<file path="src/rtl/bram_byte_lsu_adapter.sv">
// rtl/bram_byte_lsu_adapter.sv - LSU to 8-bit simple-dual-port BRAM byte-serialising adapter
module bram_byte_lsu_adapter #(
   parameter int ADDR_W = 14,
   parameter int TAG_W  = 4
) (
   input  logic              clk,
   input  logic              rst,
   input  logic              req_valid,
   output logic              req_ready,
   input  logic              req_we,
   input  logic [1:0]        req_size,
   input  logic              req_unsigned,
   input  logic [ADDR_W-1:0] req_addr,
   input  logic [31:0]       req_wdata,
   input  logic [TAG_W-1:0]  req_tag,
   output logic              resp_valid,
   input  logic              resp_ready,
   output logic [31:0]       resp_rdata,
   output logic [TAG_W-1:0]  resp_tag,
   output logic              resp_err,
   output logic              bram_ena,
   output logic              bram_wea,
   output logic [ADDR_W-1:0] bram_addra,
   output logic [7:0]        bram_dina,
   output logic              bram_enb,
   output logic [ADDR_W-1:0] bram_addrb,
   input  logic [7:0]        bram_doutb
);

   localparam logic [2:0] S_IDLE  = 3'd0;
   localparam logic [2:0] S_WR    = 3'd1;
   localparam logic [2:0] S_RD    = 3'd2;
   localparam logic [2:0] S_DRAIN = 3'd3;
   localparam logic [2:0] S_RESP  = 3'd4;

   logic [2:0]        state;
   logic [ADDR_W-1:0] addr_r;
   logic [31:0]       wdata_r;
   logic [1:0]        size_r;
   logic              uns_r;
   logic [TAG_W-1:0]  tag_r;
   logic              err_r;
   logic [1:0]        cnt;
   logic [1:0]        last;
   logic              cap_en;
   logic [1:0]        cap_idx;
   logic [31:0]       rbuf;
   logic [31:0]       rbuf_nxt;
   logic [31:0]       rdata_r;
   logic              req_err;
   logic [1:0]        req_last;
   logic [ADDR_W-1:0] byte_addr;

   // Sign/zero-extend the little-endian assembled bytes according to access size
   function automatic logic [31:0] extend(input logic [31:0] raw, input logic [1:0] size,
                                          input logic uns);
      logic [31:0] v;
      case (size)
         2'd0:    v = {{24{raw[7] & ~uns}}, raw[7:0]};
         2'd1:    v = {{16{raw[15] & ~uns}}, raw[15:0]};
         default: v = raw;
      endcase
      return v;
   endfunction

   // Decode byte count and alignment/size legality of the incoming request
   always_comb begin
      req_last = 2'd3;
      req_err  = 1'b0;
      case (req_size)
         2'd0: req_last = 2'd0;
         2'd1: begin
            req_last = 2'd1;
            req_err  = req_addr[0];
         end
         2'd2: req_err = (req_addr[1:0] != 2'b00);
         default: req_err = 1'b1;
      endcase
   end

   // Merge the byte returned by the BRAM (registered output, one cycle behind its issue)
   always_comb begin
      rbuf_nxt = rbuf;
      if (cap_en) rbuf_nxt[{cap_idx, 3'b000} +: 8] = bram_doutb;
   end

   assign byte_addr = addr_r + {{(ADDR_W-2){1'b0}}, cnt};

   assign req_ready  = (state == S_IDLE);
   assign bram_ena   = (state == S_WR);
   assign bram_wea   = (state == S_WR);
   assign bram_addra = (state == S_WR) ? byte_addr : '0;
   assign bram_dina  = (state == S_WR) ? wdata_r[{cnt, 3'b000} +: 8] : 8'd0;
   assign bram_enb   = (state == S_RD);
   assign bram_addrb = (state == S_RD) ? byte_addr : '0;
   assign resp_valid = (state == S_RESP);
   assign resp_rdata = (state == S_RESP) ? rdata_r : 32'd0;
   assign resp_tag   = (state == S_RESP) ? tag_r : '0;
   assign resp_err   = (state == S_RESP) & err_r;

   // Request sequencing: accept, per-byte write or read issue, drain, response hold
   always_ff @(posedge clk or posedge rst) begin
      if (rst) begin
         state   <= S_IDLE;
         addr_r  <= '0;
         wdata_r <= 32'd0;
         size_r  <= 2'd0;
         uns_r   <= 1'b0;
         tag_r   <= '0;
         err_r   <= 1'b0;
         cnt     <= 2'd0;
         last    <= 2'd0;
         cap_en  <= 1'b0;
         cap_idx <= 2'd0;
         rbuf    <= 32'd0;
         rdata_r <= 32'd0;
      end else begin
         rbuf   <= rbuf_nxt;
         cap_en <= 1'b0;
         case (state)
            S_IDLE: begin
               if (req_valid) begin
                  addr_r  <= req_addr;
                  wdata_r <= req_wdata;
                  size_r  <= req_size;
                  uns_r   <= req_unsigned;
                  tag_r   <= req_tag;
                  err_r   <= req_err;
                  cnt     <= 2'd0;
                  last    <= req_last;
                  rbuf    <= 32'd0;
                  rdata_r <= 32'd0;
                  // Errors pass through DRAIN so the response lands one edge after
                  // accept without touching either BRAM port.
                  if (req_err)     state <= S_DRAIN;
                  else if (req_we) state <= S_WR;
                  else             state <= S_RD;
               end
            end
            S_WR: begin
               if (cnt == last) state <= S_RESP;
               else             cnt   <= cnt + 2'd1;
            end
            S_RD: begin
               cap_en  <= 1'b1;
               cap_idx <= cnt;
               if (cnt == last) state <= S_DRAIN;
               else             cnt   <= cnt + 2'd1;
            end
            S_DRAIN: begin
               if (!err_r) rdata_r <= extend(rbuf_nxt, size_r, uns_r);
               state <= S_RESP;
            end
            S_RESP: begin
               if (resp_ready) state <= S_IDLE;
            end
            default: state <= S_IDLE;
         endcase
      end
   end

endmodule

</file>
<file path="config.mk">
export PLATFORM = sky130hd
export DESIGN_NAME = bram_byte_lsu_adapter
export DESIGN_NICKNAME = d
export VERILOG_FILES = /design/src/rtl/bram_byte_lsu_adapter.sv
export SDC_FILE = /design/constraint.sdc
export NUM_CORES = 1
export LEC_CHECK = 0
export BUFFER_PORTS_ARGS = -buffer_cell sky130_fd_sc_hd__buf_2
export CORE_MARGIN = 3
export CORE_UTILIZATION = 31
export CTS_BUF_LIST = sky130_fd_sc_hd__clkbuf_8
export DETAILED_ROUTE_END_ITERATION = 16
export GPL_ROUTABILITY_DRIVEN = 0
export GPL_TIMING_DRIVEN = 0
export PLACE_DENSITY_LB_ADDON = 0.25
export SKIP_LAST_GASP = 1
export SLEW_MARGIN = 20
export SYNTH_ARGS = -nofsm -noshare
export SYNTH_HDL_FRONTEND = slang
export SYNTH_SLANG_ARGS = --single-unit
</file>
<file path="constraint.sdc">
create_clock -name clk -period 9.18 [get_ports clk]
set_input_delay 1.377 -clock clk [delete_from_list [all_inputs] [get_ports clk]]
set_output_delay 1.377 -clock clk [all_outputs]
set_load 0.005 [all_outputs]
</file>
==> results.txt <==
----------------------------------------------------
[Run status]
  Outcome ... complete, no violations

[Synth]
  Share of Yosys cell area claimed by the top area cell type ... 0.512
  Cell area after technology mapping ... 6260 µm²
  Number of enable flip-flop cells after synthesis ... 0
  Main flop type after synthesis ... dfrtp_1
  Post-synth cell types ... 53
  Top cell type by total area after synthesis ... dfrtp_1
  Leading post-synthesis cells by cell area ... dfrtp_1, nand2_1, and2_1
  Fraction of registers with async set/reset ... 1.00
  Register bit count reported by yosys ... 128
  Post-Syn Nets ... 751
  Cells after Synth ... 677
  Sequential-to-total area share from yosys stat ... 0.512
  Syn. warnings ... 0
  Avg Synthesized Cell Area ... 9.24 µm²

[Timing]
  Maximum clock skew at final layout ... 0.0124 ns
  Post-route clock period utilization ... 0.406
  Worst rel slew slack ... 0.489
  Unrepaired setup endpoints after global routing ... no
  Final Hold Vio Count ... 0
  Setup TNS after final layout ... 0 ns
  Worst path setup slack after routing ... 5.45 ns
  Final worst path period need ... 3.73 ns
  Setup Viol. Count Final ... 0
  Final-report max-slew violation count ... 0
  Fmax ... 268 MHz
  Worst Max-Slew Pin Slew ... 0.766 ns
  Hold slack ... 0.473 ns

[CTS]
  Worst-Skew Late Latency ... 0.45 ns
  CTS tree ... done
  Number of buffers inserted during clock tree synthesis ... 17
  Post-CTS Hold Fix Bufs ... 0
  CTS clock-pin slew for the worst setup and hold paths ... 0.08 ns
  Number of post-CTS setup repair buffers ... 0
  Count of instances resized after the clock tree is built ... 0
  Total clock sinks ... 128
  Maximum level of the CTS H-tree ... 4
  Buffer type at the clock tree root ... clkbuf_8
  Clk buf depth ... 2

[Global route]
  Global-route wire length before repair ... 27800 µm
  Number of antenna violations at the first check in global routing ... 2
  Global routing usage on met2 ... 0.259
  Largest net degree at the start of global routing ... 99
  Vias in the first global route ... 5179
  Total overflow reported by the global router ... 0
  Most Used Layer, Global Route ... met2
  Global-route track usage on met3 ... 0.0420
  Met1 routing resource usage after global routing ... 0.216
  Global-route usage over all layers ... 0.162

[Floorplan]
  Die width ... 148 µm
  Starting density of the core ... 0.318
  Number of placement rows ... 51
  Die Footprint ... 21900 µm²
  Chip height ... 148 µm
  Top-Level Pins ... 144
  Core footprint ... 19700 µm²

[Drt]
  Residual DRC count ... 0
  Average via count per standard cell ... 4.67
  First-pass iteration count of the detailed router ... 4
  Avg WL per Cell ... 15.5 µm
  Total vias in the final route ... 5223
  Number of DRC markers in iteration 0 ... 208
  Wirelength, routed ... 17300 µm
  Antenna-violating nets left ... 0

[Setup path]
  Terminus of the critical flop-to-flop path ... rdata_r[25]
  Register-to-register setup slack ... 6.43 ns
  Max stage delay cell, worst path ... clkbuf_1
  Worst-path maximum fanout ... 10
  Crit-path cells ... buf_4 > nor3b_1 > clkbuf_1 > clkbuf_1 > and2_1 > buf_2
  Kind of cell with the highest combined delay on the critical path ... buffers and inverters
  Worst endpoint data arrival time ... 2.35 ns
  Largest stage delay on the critical path ... 0.48 ns
  Stages on worst setup path ... 6
  R2R Path Start ... cap_idx[0]
  R2r worst-path depth ... 9
  Kind of end point of the critical path ... output port
  Sum of buffers and inverters on the critical path ... 4
  Most common cell on crit path ... clkbuf_1
  Class of the most critical setup path ... flip-flop to output port
  Kind of start point of the critical path ... flip-flop
  Data required time at the worst endpoint ... 7.80 ns

[Min path]
  Hold Path Sink ... tag_r[1]
  Origin of the worst min-delay path ... tag_r[1]
  WHS Path Cells ... 2
  Tightest Hold Check Type ... flip-flop to flip-flop

[Finish]
  Layout cell share with drive strength beyond 1 ... 0.249
  FILL cells ... 2141
  Finished Layout Cells ... 1118
  Syn-to-layout area delta ... 24.5%
  Finished layout cell area ... 7790 µm²
  Nets ... 914
  Count of inserted antenna diode cells ... 0

[Placement]
  Placed cells ... 1086
  Setup WS pre-CTS ... 5.84 ns
  Number of input and output port buffers inserted ... 143
  Area post-placement ... 7340 µm²
  DP HPWL ... 12700 µm

[Power]
  Pwr/cell area ... 292 nW/µm²
  Cell leakage power ... 3.98 nW
  Max IR drop VDD ... 0.122 mV

[Run]
  Maximum capacitance violations ... 0

----------------------------------------------------
-- state kept, by name, summed over array words and instances (netlist names), 3 cells and up --
name,count
rbuf,32
rdata_r,32
wdata_r,32
addr_r,14
tag_r,4
state,3
-- cell usage in the layout, fill, tap and decap left out, types with 3 or more instances in the layout --
master,n
a21oi_1,27
a22oi_1,16
a31oi_1,3
and2_1,58
and3_1,8
buf_1,7
buf_2,150
buf_4,3
bufinv_16,4
clkbuf_1,24
clkbuf_8,19
clkinv_4,5
dfrtp_1,128
ha_1,7
inv_1,9
mux4_2,8
nand2_1,200
nand3_1,18
nor2_1,55
nor3_1,3
nor3b_1,4
o211ai_1,6
o211ai_2,10
o21ai_0,16
o2bb2ai_1,7
xnor2_1,9
xor2_1,5
-- Yosys cell counts (2+ instances only) --
master / number
o22ai_1: 2
nor4b_2: 2
a21oi_1: 27
inv_1: 9
dfrtp_1: 128
nor3b_1: 4
a41o_1: 2
nor3_1: 3
buf_2: 7
buf_4: 3
o2bb2ai_1: 7
nand4bb_1: 2
nand4_1: 2
and3_1: 8
o21ai_0: 16
xnor2_1: 9
and2_1: 58
mux4_2: 8
a211oi_1: 2
buf_1: 7
a22oi_1: 16
nand2_1: 200
o211ai_1: 6
nand3_1: 18
clkbuf_1: 24
a31oi_1: 3
nor2_1: 55
o211ai_2: 10
mux2i_1: 2
and4bb_2: 2
nor2b_1: 2
ha_1: 7
or3_1: 2
xor2_1: 5
-- through the flow --
stage               utilization  power, mW
finish                    0.396       2.28
global route              0.396       2.46
CTS                       0.396       2.30
detailed placement        0.373       1.75
global placement          0.372       1.73
floorplan                     -       1.45
-- layer usage --
metal  vias up  share of wire  wire length, µm
met4         2          0.016              284
met3        23          0.060             1030
met5         -        0.00046                8
li1       2580              -                -
met1      2474           0.45             7810
met2       144           0.47             8140
-- tightest hold or removal path: cells and delay by family (launching register included) --
family           cells  cell delay [ns]
flip-flops           1             0.34
AND/OR/NAND/NOR      2             0.10
-- power breakdown --
| group | internal, mW | leakage (nW) | switching (mW) |
|---|---|---|---|
| clock network | 0.311 | 0.223 | 0.237 |
| logic | 0.336 | 2.08 | 0.512 |
| registers | 0.756 | 1.68 | 0.126 |
| total | 1.40 | 3.98 | 0.874 |
-- final cells by class --
cell class                      count  area (µm²)  area share
Buffer                             42         185      0.0238
Clock buffer                       19         262      0.0336
Clock inverter                     13         188      0.0241
Inverter                            9        41.3     0.00530
Multi-Input combinational cell    498        2830       0.364
Sequential cell                   128        3200       0.411
Tap cell                          265         332      0.0426
Timing Repair Buffer              144         743      0.0954
-- worst max path at each step --
stage,startpoint,end
2_1_floorplan,rst,addr_r[0]
4_1_cts,state[1],resp_rdata[17]
3_5_place_dp,state[1],resp_rdata[17]
3_3_place_gp,rst,rdata_r[27]
6_report,state[1],resp_rdata[17]
5_1_grt,state[1],resp_rdata[19]
-- cells by family (layout without fill, tap and decap cells) --
group           Yosys count  count (layout)  share of synthesized area
simple gates            366             366                      0.269
compound gates          100             100                      0.115
buf+inv                  51             227                     0.0350
flops                   128             128                      0.512
mux                      10              10                     0.0320
fa+ha+maj                 8               8                     0.0172
xor+xnor                 14              14                     0.0196
(Power assumes the default switching activity.)
